$ cat src/rtl/mmio_uart_pkg.sv
// ---------------------------------------------------------------------------
// mmio_uart_pkg
// Shared types and constants for the memory-mapped UART transmitter.
//   - uart_state_e : transmit FSM states
//   - OFF_*        : register word offsets (addr[3:2]) inside the window
//   - STAT_*       : bit positions inside the STATUS register
//   - sat_level    : clamps a FIFO fill level to the 4-bit STATUS field
//   - even_parity  : XOR of a data byte, used as the optional parity bit
// ---------------------------------------------------------------------------
package mmio_uart_pkg;

    typedef enum logic [2:0] {
        IDLE   = 3'd0,
        START  = 3'd1,
        DATA   = 3'd2,
        PARITY = 3'd3,
        STOP   = 3'd4
    } uart_state_e;

    localparam logic [1:0] OFF_TXDATA  = 2'd0;
    localparam logic [1:0] OFF_STATUS  = 2'd1;
    localparam logic [1:0] OFF_BAUDDIV = 2'd2;

    localparam int STAT_FULL    = 0;
    localparam int STAT_EMPTY   = 1;
    localparam int STAT_BUSY    = 2;
    localparam int STAT_OVF     = 3;
    localparam int STAT_PAR     = 4;
    localparam int STAT_LVL_LSB = 8;
    localparam int STAT_LVL_MSB = 11;

    // Level field is only 4 bits wide; deeper FIFOs report 15 when fuller.
    function automatic logic [3:0] sat_level(input logic [31:0] lvl);
        return (lvl > 32'd15) ? 4'd15 : lvl[3:0];
    endfunction

    function automatic logic even_parity(input logic [7:0] d);
        return ^d;
    endfunction

endpackage

$ cat src/rtl/mmio_uart_tx_fifo.sv
// ---------------------------------------------------------------------------
// sync_fifo
// Single-clock FIFO with a fill counter.
//   clk, rst_n : clock, asynchronous active-low reset (flushes the FIFO)
//   push/wdata : write one entry; ignored when full
//   pop/rdata  : rdata always shows the head entry; pop ignored when empty
//   full/empty : status flags derived from the fill count
//   level      : number of stored entries, 0..DEPTH
// DEPTH must be a power of two so the pointers wrap naturally.
// ---------------------------------------------------------------------------
module sync_fifo #(
    parameter int WIDTH = 8,
    parameter int DEPTH = 8,
    localparam int PW   = $clog2(DEPTH),
    localparam int LW   = PW + 1
) (
    input  logic             clk,
    input  logic             rst_n,
    input  logic             push,
    input  logic             pop,
    input  logic [WIDTH-1:0] wdata,
    output logic [WIDTH-1:0] rdata,
    output logic             full,
    output logic             empty,
    output logic [LW-1:0]    level
);

    logic [WIDTH-1:0] r_mem [DEPTH];
    logic [PW-1:0]    r_wr_ptr;
    logic [PW-1:0]    r_rd_ptr;
    logic [LW-1:0]    r_count;
    logic             w_push_ok;
    logic             w_pop_ok;

    assign full      = (r_count == LW'(DEPTH));
    assign empty     = (r_count == LW'(0));
    assign level     = r_count;
    assign rdata     = r_mem[r_rd_ptr];
    // Full/empty are judged on the current count, so a push into a full
    // FIFO is dropped even when a pop happens on the same edge.
    assign w_push_ok = push & ~full;
    assign w_pop_ok  = pop & ~empty;

    // Pointer and fill-count bookkeeping.
    always_ff @(posedge clk or negedge rst_n) begin
        if (!rst_n) begin
            r_wr_ptr <= PW'(0);
            r_rd_ptr <= PW'(0);
            r_count  <= LW'(0);
        end else begin
            if (w_push_ok) begin
                r_wr_ptr <= r_wr_ptr + PW'(1);
            end
            if (w_pop_ok) begin
                r_rd_ptr <= r_rd_ptr + PW'(1);
            end
            case ({w_push_ok, w_pop_ok})
                2'b10:   r_count <= r_count + LW'(1);
                2'b01:   r_count <= r_count - LW'(1);
                default: r_count <= r_count;
            endcase
        end
    end

    // Storage array; contents are never read while empty, so no reset.
    always_ff @(posedge clk) begin
        if (w_push_ok) begin
            r_mem[r_wr_ptr] <= wdata;
        end
    end

endmodule

$ cat src/rtl/mmio_uart_tx.sv
// ---------------------------------------------------------------------------
// mmio_uart_tx
// Memory-mapped UART transmitter (8N1, LSB first) on the core data port.
// Register window (addr[31:4] == BASE_ADDR[31:4], word offset addr[3:2]):
//   0 TXDATA  : store pushes dataW[7:0] into the TX FIFO; reads 0
//   1 STATUS  : [0] full [1] empty [2] busy [3] overflow (sticky, store
//               with dataW[3]=1 clears) [4] parity present [11:8] level
//   2 BAUDDIV : clocks per bit, bits [15:0]; 0 behaves as 1
//   3         : reads 0, stores ignored
// Ports:
//   clk, rst_n    : clock, asynchronous active-low reset
//   addr, dataW   : byte address and store data from the core
//   funct3        : access size (unused, every store is taken as a word)
//   MemRW         : 1 = store this cycle
//   dataR         : combinational load data (0 outside the window)
//   tx            : registered UART line, idles high
//   irq           : registered, high while FIFO empty and FSM idle
// Build option: define MMIO_UART_PARITY_EN to add an even-parity bit
// between the last data bit and the stop bit.
// ---------------------------------------------------------------------------
module mmio_uart_tx
    import mmio_uart_pkg::*;
#(
    parameter logic [31:0] BASE_ADDR   = 32'h0001_0000,
    parameter int          DEPTH       = 8,
    parameter logic [15:0] DEFAULT_DIV = 16'd868
) (
    input  logic        clk,
    input  logic        rst_n,
    input  logic [31:0] addr,
    input  logic [31:0] dataW,
    input  logic [2:0]  funct3,
    input  logic        MemRW,
    output logic [31:0] dataR,
    output logic        tx,
    output logic        irq
);

    localparam int LW = $clog2(DEPTH) + 1;

    uart_state_e   r_state;
    logic [15:0]   r_cnt;
    logic [15:0]   r_baud;
    logic [7:0]    r_shift;
    logic [2:0]    r_bitn;
    logic          r_par;
    logic          r_tx;
    logic          r_irq;
    logic          r_ovf;

    logic          w_hit;
    logic [1:0]    w_off;
    logic          w_wr_tx;
    logic          w_wr_stat;
    logic          w_wr_baud;
    logic          w_push_ok;
    logic          w_pop;
    logic          w_full;
    logic          w_empty;
    logic [LW-1:0] w_level;
    logic [7:0]    w_rdata;
    logic [15:0]   w_div;
    logic [15:0]   w_reload;
    logic          w_par_present;
    logic          w_unused;

    assign w_hit     = (addr[31:4] == BASE_ADDR[31:4]);
    assign w_off     = addr[3:2];
    assign w_wr_tx   = w_hit & MemRW & (w_off == OFF_TXDATA);
    assign w_wr_stat = w_hit & MemRW & (w_off == OFF_STATUS);
    assign w_wr_baud = w_hit & MemRW & (w_off == OFF_BAUDDIV);
    assign w_push_ok = w_wr_tx & ~w_full;
    assign w_unused  = ^{funct3, addr[1:0], dataW[31:16]};

    // Bit timer reload always takes the live divider, so a BAUDDIV write
    // only takes effect at the next bit boundary.
    assign w_div    = (r_baud == 16'd0) ? 16'd1 : r_baud;
    assign w_reload = w_div - 16'd1;

    // Pop from IDLE, or on the final stop-bit edge for back-to-back frames.
    assign w_pop = ~w_empty & ((r_state == IDLE) |
                               ((r_state == STOP) & (r_cnt == 16'd0)));

`ifdef MMIO_UART_PARITY_EN
    assign w_par_present = 1'b1;
`else
    assign w_par_present = 1'b0;
`endif

    sync_fifo #(
        .WIDTH (8),
        .DEPTH (DEPTH)
    ) u_fifo (
        .clk   (clk),
        .rst_n (rst_n),
        .push  (w_wr_tx),
        .pop   (w_pop),
        .wdata (dataW[7:0]),
        .rdata (w_rdata),
        .full  (w_full),
        .empty (w_empty),
        .level (w_level)
    );

    // Sticky overflow flag and the baud divider register.
    always_ff @(posedge clk or negedge rst_n) begin
        if (!rst_n) begin
            r_ovf  <= 1'b0;
            r_baud <= DEFAULT_DIV;
        end else begin
            if (w_wr_tx && w_full) begin
                r_ovf <= 1'b1;
            end else if (w_wr_stat && dataW[STAT_OVF]) begin
                r_ovf <= 1'b0;
            end
            if (w_wr_baud) begin
                r_baud <= dataW[15:0];
            end
        end
    end

    // Transmit FSM; tx and irq are registered alongside the state so they
    // always describe the state being entered.
    always_ff @(posedge clk or negedge rst_n) begin
        if (!rst_n) begin
            r_state <= IDLE;
            r_cnt   <= 16'd0;
            r_shift <= 8'd0;
            r_bitn  <= 3'd0;
            r_par   <= 1'b0;
            r_tx    <= 1'b1;
            r_irq   <= 1'b1;
        end else begin
            case (r_state)
                IDLE: begin
                    if (w_pop) begin
                        r_state <= START;
                        r_tx    <= 1'b0;
                        r_cnt   <= w_reload;
                        r_shift <= w_rdata;
                        r_par   <= even_parity(w_rdata);
                        r_irq   <= 1'b0;
                    end else begin
                        r_tx  <= 1'b1;
                        // A byte landing in the empty FIFO this edge means
                        // the block is no longer done.
                        r_irq <= ~w_push_ok;
                    end
                end
                START: begin
                    r_irq <= 1'b0;
                    if (r_cnt == 16'd0) begin
                        r_state <= DATA;
                        r_tx    <= r_shift[0];
                        r_bitn  <= 3'd0;
                        r_cnt   <= w_reload;
                    end else begin
                        r_cnt <= r_cnt - 16'd1;
                    end
                end
                DATA: begin
                    r_irq <= 1'b0;
                    if (r_cnt == 16'd0) begin
                        r_cnt <= w_reload;
                        if (r_bitn == 3'd7) begin
`ifdef MMIO_UART_PARITY_EN
                            r_state <= PARITY;
                            r_tx    <= r_par;
`else
                            r_state <= STOP;
                            r_tx    <= 1'b1;
`endif
                        end else begin
                            r_shift <= {1'b0, r_shift[7:1]};
                            r_tx    <= r_shift[1];
                            r_bitn  <= r_bitn + 3'd1;
                        end
                    end else begin
                        r_cnt <= r_cnt - 16'd1;
                    end
                end
                PARITY: begin
                    r_irq <= 1'b0;
                    if (r_cnt == 16'd0) begin
                        r_state <= STOP;
                        r_tx    <= 1'b1;
                        r_cnt   <= w_reload;
                    end else begin
                        r_cnt <= r_cnt - 16'd1;
                    end
                end
                STOP: begin
                    if (r_cnt == 16'd0) begin
                        if (w_pop) begin
                            r_state <= START;
                            r_tx    <= 1'b0;
                            r_cnt   <= w_reload;
                            r_shift <= w_rdata;
                            r_par   <= even_parity(w_rdata);
                            r_irq   <= 1'b0;
                        end else begin
                            r_state <= IDLE;
                            r_tx    <= 1'b1;
                            r_irq   <= ~w_push_ok;
                        end
                    end else begin
                        r_cnt <= r_cnt - 16'd1;
                        r_irq <= 1'b0;
                    end
                end
                default: begin
                    r_state <= IDLE;
                    r_tx    <= 1'b1;
                    r_irq   <= 1'b1;
                end
            endcase
        end
    end

    assign tx  = r_tx;
    assign irq = r_irq;

    // Load data mux; TXDATA and offset 3 read as zero.
    always_comb begin
        dataR = 32'd0;
        if (w_hit) begin
            case (w_off)
                OFF_STATUS: begin
                    dataR[STAT_FULL]  = w_full;
                    dataR[STAT_EMPTY] = w_empty;
                    dataR[STAT_BUSY]  = (r_state != IDLE);
                    dataR[STAT_OVF]   = r_ovf;
                    dataR[STAT_PAR]   = w_par_present;
                    dataR[STAT_LVL_MSB:STAT_LVL_LSB] = sat_level(32'(w_level));
                end
                OFF_BAUDDIV: dataR = {16'd0, r_baud};
                default:     dataR = 32'd0;
            endcase
        end else begin
            dataR = 32'd0;
        end
    end

endmodule
$ cat config.mk
export PLATFORM = sky130hd
export DESIGN_NAME = mmio_uart_tx
export DESIGN_NICKNAME = d
export VERILOG_FILES = /design/src/rtl/mmio_uart_pkg.sv /design/src/rtl/mmio_uart_tx_fifo.sv /design/src/rtl/mmio_uart_tx.sv
export SDC_FILE = /design/constraint.sdc
export NUM_CORES = 1
export LEC_CHECK = 0
export BUFFER_PORTS_ARGS = -buffer_cell sky130_fd_sc_hd__buf_4
export CORE_ASPECT_RATIO = 1.1
export CORE_MARGIN = 2
export CORE_UTILIZATION = 57
export DETAILED_ROUTE_END_ITERATION = 10
export PLACE_DENSITY = 0.8
export SLEW_MARGIN = 25
export SYNTH_ARGS = -nofsm -noshare
export SYNTH_HDL_FRONTEND = slang
export SYNTH_SLANG_ARGS = --single-unit
$ cat constraint.sdc
create_clock -name clk -period 3.3 [get_ports clk]
set_input_delay 0 -clock clk [delete_from_list [all_inputs] [get_ports clk]]
set_output_delay 0 -clock clk [all_outputs]
set_load 0.05 [all_outputs]
## Word level (Yosys, flattened, before mapping)

Memory sizes are Yosys's and may differ from the RTL's.
Cells that the tools add are included.

| word-level totals | value |
|---|---|
| register bits | 59 |
| bits in writable memories | 64 |
| input port bits | 70 |
| output and inout port bits | 34 |
| logic and storage cells | 109 |
| memories kept | 1 |

Memories:

| name | depth | width | rd ports | clocked after memory_dff | write ports | line | text |
|---|---|---|---|---|---|---|---|
| u_fifo.r_mem | 8 | 8 | 1 | 0 | 1 | mmio_uart_tx_fifo.sv:28 | `logic [WIDTH-1:0] r_mem [DEPTH];` |

| cells by class | value |
|---|---|
| add/subtract/negate cells | 7 |
| eq/ne operators | 18 |
| multiplexer cells | 42 |
| bitwise operators | 12 |
| reduce and logical (&&, ||, !) cells | 18 |

Operators by type and width:

| cell | number |
|---|---|
| $mux W16 | 4 |
| $pmux W16 S3 | 1 |
| $logic_not A16 Y1 | 2 |
| $mux W32 | 1 |
| $mux W8 | 4 |
| $sub A16 B1 Y16 const B | 2 |
| $mux W3 | 10 |
| $eq A28 B13 Y1 const B | 1 |
| $pmux W8 S3 | 1 |
| $pmux W4 S2 | 2 |
| $pmux W3 S5 | 1 |
| $mux W1 | 13 |
| $reduce_and A4 Y1 | 3 |
| $ne A2 B2 Y1 const B | 5 |
| $pmux W5 S2 | 1 |
| $add A3 B1 Y3 const B | 3 |
| $reduce_bool A3 Y1 | 3 |
| $and A1 B1 Y1 | 8 |
| $eq A3 B2 Y1 const B | 2 |
| $eq A3 B3 Y1 const B | 2 |
| $pmux W3 S2 | 1 |
| $reduce_and A6 Y1 | 1 |
| $reduce_bool A2 Y1 | 3 |
| $pmux W1 S5 | 1 |
| other kinds (16) | 22 |

## Depth between registers and ports, before layout

| logic depth | value |
|---|---|
| word-level depth | 8 |
| gate-level depth with buffers | 13 |
| gate-level depth less buffers | 13 |

## Modules after synthesis

Synthesis repeated with hierarchy kept, for this count alone.

| second synthesis, totals | value |
|---|---|
| cells, all modules | 576 |
| area, all modules | 6,730.2 um^2 |

By module, submodules not included:

| module | times used | cells each | area each (um^2) | sequential area each (um^2) |
|---|---|---|---|---|
| mmio_uart_tx | 1 | 416 | 3,606.0 | 1,234.9 |
| sync_fifo | 1 | 160 | 3,124.2 | 2,172.1 |

## Worst setup path after synthesis

Ideal clock, no wire load.

| path | value |
|---|---|
| path type | register to register |
| start | reg r_cnt[0] |
| end | reg u_fifo.r_count[3], in the netlist u_fifo.level[3] |
| setup time | 0.127 ns |
| arrival time | 2.612 ns |
| required time | 3.173 ns |
| slack | 0.561 ns |
| cell stages (with the launch flop) | 14 |
| buffers on the path | 0 |
| period minus slack after synthesis | 2.739 ns |
| cell sequence | dfrtp_1 > inv_1 > ha_1 > nor4b_2 > and4_1 > nor2_1 > nor2_2 > ha_1 > ha_1 > a21o_1 > a21oi_1 > xnor2_1 > nor2_1 > xor2_1 |

| between the ends | value |
|---|---|
| longest elaborated chain between the ends | 7 |
| elaborated cells between the ends (all ways) | 9 |
| classes of those cells | 2 x eq/ne; 1 x mux; 4 x bitwise; 2 x reduce/logical |

Ends and longest elaborated chain:

| element | line | text |
|---|---|---|
| start, declared | mmio_uart_tx.sv:42 | `logic [15:0] r_cnt;` |
| start signal, assigned | mmio_uart_tx.sv:139 | `r_cnt <= w_reload;` |
| start signal, assigned | mmio_uart_tx.sv:156 | `r_cnt <= w_reload;` |
| start signal, assigned | mmio_uart_tx.sv:158 | `r_cnt <= r_cnt - 16'd1;` |
| $logic_not A16 Y1 * | mmio_uart_tx.sv:82 | `((r_state == STOP) & (r_cnt == 16'd0)));` |
| $and A1 B1 Y1 * | mmio_uart_tx.sv:82 |  |
| $or A1 B1 Y1 * | mmio_uart_tx.sv:81 | `assign w_pop = ~w_empty & ((r_state == IDLE) \|` |
| $and A1 B1 Y1 * | mmio_uart_tx.sv:81 |  |
| $and A1 B1 Y1 * | mmio_uart_tx_fifo.sv:42 | `assign w_pop_ok = pop & ~empty;` |
| named net u_fifo.w_pop_ok | mmio_uart_tx_fifo.sv:33 | `logic w_pop_ok;` |
| $eq A2 B1 Y1 or $eq A2 B2 Y1 (tied branches) | mmio_uart_tx_fifo.sv:57 | `case ({w_push_ok, w_pop_ok})` |
| $pmux W4 S2 or $reduce_bool A2 Y1 (tied branches) | n/a |  |
| end signal, assigned | mmio_uart_tx_fifo.sv:58 | `2'b10: r_count <= r_count + LW'(1);` |
| end signal, assigned | mmio_uart_tx_fifo.sv:59 | `2'b01: r_count <= r_count - LW'(1);` |
| end signal, assigned | mmio_uart_tx_fifo.sv:60 | `default: r_count <= r_count;` |
| end, declared | mmio_uart_tx_fifo.sv:31 | `logic [LW-1:0] r_count;` |

Mark *: on every way through the listed nets, which the timed path passes. The rest lies on a longest branch.
A chain may end at the register's enable or synchronous reset.

## Worst setup path in the final report

Same ends and word-level chain as after synthesis.

==> run metrics <==
status completed; worst vdd ir 0.000470 V; CTS tree yes; pre-CTS WS 0.265 ns; post-detailed-route count of antenna-violating nets 0; # port buffers 66; final hold violation count 0; min-delay worst type input port to asynchronous set/reset pin; element type at the critical path start flip-flop; number of flops mapped to enable cells by yosys 64; number of CTS-inserted buffers 17; first-pass GRT wire length 24,300 um; Worst-Skew Late Latency 0.42 ns; GP Congestion 0.948; initial core utilization 0.586; Slew Limit Fails 0; CP max FO 6; FF+latch count, synth 123; Site Rows 40; share of layout cells above drive strength 1 0.250; CP Capture Type flip-flop; Least-Margin Pin Slew 0.940 ns; number of I/O pins 104; Final WS setup 0.236 ns; P per Cell Area 482 mW/mm^2; sequential fraction of the synthesis area 0.531; Netlist Area Pre-Place 0.00642 sq mm; area of the die 0.0121 sq mm; drt first pass iters 6; Syn Inst Count 560; vias per cell 6.18; CTS Buffer Depth 2; Post-Route WL 15,200 um; RSZ-0062 raised after global routing no; initial antenna violation count 0; clock root buffer clkbuf_16; Syn Area/Cell 11.5 sq um; TritonCTS Sinks 123; final hold slack 0.182 ns; relative slew slack 0.372; All-Layer GR Usage 0.262; Final Cycle Share 0.929; final setup vio count 0; die width 105 um; fin crit period 3.06 ns; clk_skew 0.00919 ns; ant diodes 0; Crit path required time 3.59 ns; Placement Cell Area 0.00699 sq mm; drt wl/cell 18.8 um; Fin Setup TNS 0 ns; core area 0.0110 sq mm; vias in the first global route 4,774; Design Area, Final 0.00777 sq mm; Max Cap Viol 0; Synth Warn # 0; Area growth syn-to-layout 21.1%; DRC 0; Clock transition at path regs 0.07 ns; Setup CP Type flip-flop to flip-flop; Detailed Place HPWL 10,200 um; via count 4,981; Unique masters post-synth 70; H-tree Lvls 4; leakage 3.26 nW; f_max 0.326 GHz; First DRT Iteration DRCs 523; Post-synth top flop edfxtp_1; largest net degree at the start of global routing 60; Worst EP arrival 3.36 ns; Die Y 115 um; Nets 729; GRT Residual Overflow 0; Synth async-reset ratio 0.480
[worst max-delay path, stage by stage (launching register included)]
cell	delay (ns)
dfrtp_1	0.42
inv_1	0.08
ha_1	0.26
nor4b_4	0.34
and4_1	0.27
nor2_1	0.12
nor2_2	0.18
ha_1	0.26
ha_1	0.25
a21o_1	0.20
a21oi_1	0.22
xnor2_1	0.14
nor2_1	0.06
xor2_1	0.14
[worst paths after layout]
kind                                               endpoint  depth (start not counted)  slack (ns)             startpoint
min in group clk                          r_ovf$_DFFE_PN0P_                          7        0.22               addr[18]
worst max register to register  u_fifo.level[3]$_DFFE_PN0P_                         13        0.24   r_cnt[0]$_DFFE_PN0P_
worst max-delay path            u_fifo.level[3]$_DFFE_PN0P_                         13        0.24   r_cnt[0]$_DFFE_PN0P_
worst min register to register        r_bitn[1]$_DFFE_PN0P_                          2        0.48  r_bitn[1]$_DFFE_PN0P_
max in group asynchronous             r_cnt[10]$_DFFE_PN0P_                          2        2.59                  rst_n
worst min-delay path                 r_shift[2]$_DFFE_PN0P_                          2        0.18                  rst_n
[cell usage after synthesis (7+ instances only)]
| library cell | number | area, sq um |
|---|---|---|
| nor2_1 | 55 | 206 |
| ha_1 | 12 | 150 |
| mux2i_1 | 10 | 100 |
| mux4_2 | 16 | 360 |
| mux2_2 | 18 | 203 |
| buf_2 | 11 | 55.1 |
| nor4_1 | 10 | 62.6 |
| edfxtp_1 | 64 | 1920 |
| xnor2_1 | 8 | 70.1 |
| buf_4 | 17 | 128 |
| xor2_1 | 11 | 96.3 |
| clkbuf_1 | 12 | 45.0 |
| nand3_1 | 15 | 75.1 |
| dfrtp_1 | 52 | 1300 |
| nor3_1 | 19 | 95.1 |
| dfstp_2 | 7 | 184 |
| inv_1 | 11 | 41.3 |
| a22oi_1 | 14 | 105 |
| nand2_1 | 48 | 180 |
| and3_1 | 10 | 62.6 |
| a21oi_1 | 27 | 135 |
| o21ai_0 | 30 | 150 |
[state kept, by name, summed over array words and instances, names as in the netlist, 4 cells and up]
name	count
u_fifo.r_mem	64
r_baud	16
r_cnt	16
r_shift	8
u_fifo.level	4
[routing by layer]
metal,wire (um),share of wire,global-route usage,up-vias
met5,0,0,0,-
li1,-,-,-,2249
met2,7640,0.50,0.433,283
met3,1280,0.084,0.0799,35
met1,6000,0.40,0.336,2414
met4,263,0.017,0.0809,0
[through the flow]
| stage | utilization | instances | power, mW |
|---|---|---|---|
| after floorplan | - | 575 | 1.85 |
| after detailed placement | 0.638 | 756 | 1.93 |
| after global routing | 0.709 | 806 | 3.86 |
| after CTS | 0.708 | 806 | 3.77 |
| final | 0.709 | 806 | 3.75 |
| after global placement | 0.638 | 756 | 1.92 |
[power by group]
part           internal (mW)  leakage [nW]  switching [mW]  total (mW)
sequential              1.63          1.35          0.0407        1.67
combinational          0.123          1.62           0.127       0.250
clock                   1.02         0.294           0.806        1.83
[cell type report]
class                      instances  area (sq um)
fill                             729          3190
clock buffer                      17           425
clock inverter                    15           166
inverter                          12          45.0
sequential                       123          3410
timing repair buffer              94           751
tap                              147           184
multi-input combinational        398          2790
[cell families after synthesis]
group | share of synthesized area
compound gates | 0.108
xor+xnor | 0.0285
fa+ha+maj | 0.0265
buf+inv | 0.0442
flops | 0.531
mux | 0.105
other cells | 0.000584
simple gates | 0.156
[cells in the final DEF, fill, tap and decap left out, types with 4 or more instances in the layout]
| master | synthesis | routed |
|---|---|---|
| inv_1 | 11 | 11 |
| o21ai_1 | 4 | 4 |
| o21ai_0 | 30 | 30 |
| buf_4 | 17 | 76 |
| mux4_2 | 16 | 16 |
| a21oi_1 | 27 | 27 |
| nand2_1 | 48 | 48 |
| xor2_1 | 11 | 11 |
| inv_8 | 0 | 8 |
| conb_1 | 1 | 16 |
| clkbuf_16 | 0 | 17 |
| nand3_1 | 15 | 15 |
| and3_1 | 10 | 10 |
| a22oi_1 | 14 | 14 |
| dlygate4sd3_1 | 0 | 18 |
| ha_1 | 12 | 12 |
| o211ai_1 | 4 | 4 |
| nor3_1 | 19 | 19 |
| nor2_1 | 55 | 55 |
| nor4_1 | 10 | 10 |
| nand3b_1 | 4 | 4 |
| dfrtp_1 | 52 | 52 |
| a31oi_1 | 4 | 4 |
| xnor2_1 | 8 | 8 |
| edfxtp_1 | 64 | 64 |
| nand2b_1 | 4 | 4 |
| dfstp_2 | 7 | 7 |
| nand4_1 | 4 | 4 |
| mux2i_1 | 10 | 10 |
| mux2_2 | 18 | 18 |
| inv_6 | 0 | 4 |
[what timing repair did]
action / 4_1_cts / 5_1_grt
hold endpoints to repair: 133 / 0
resized for setup: 0 / 1
hold buffers: 18 / 0
buffers inserted: 0 / 0
setup endpoints to repair: 0 / 1
No activity file was read; power rests on OpenSTA's default activity.
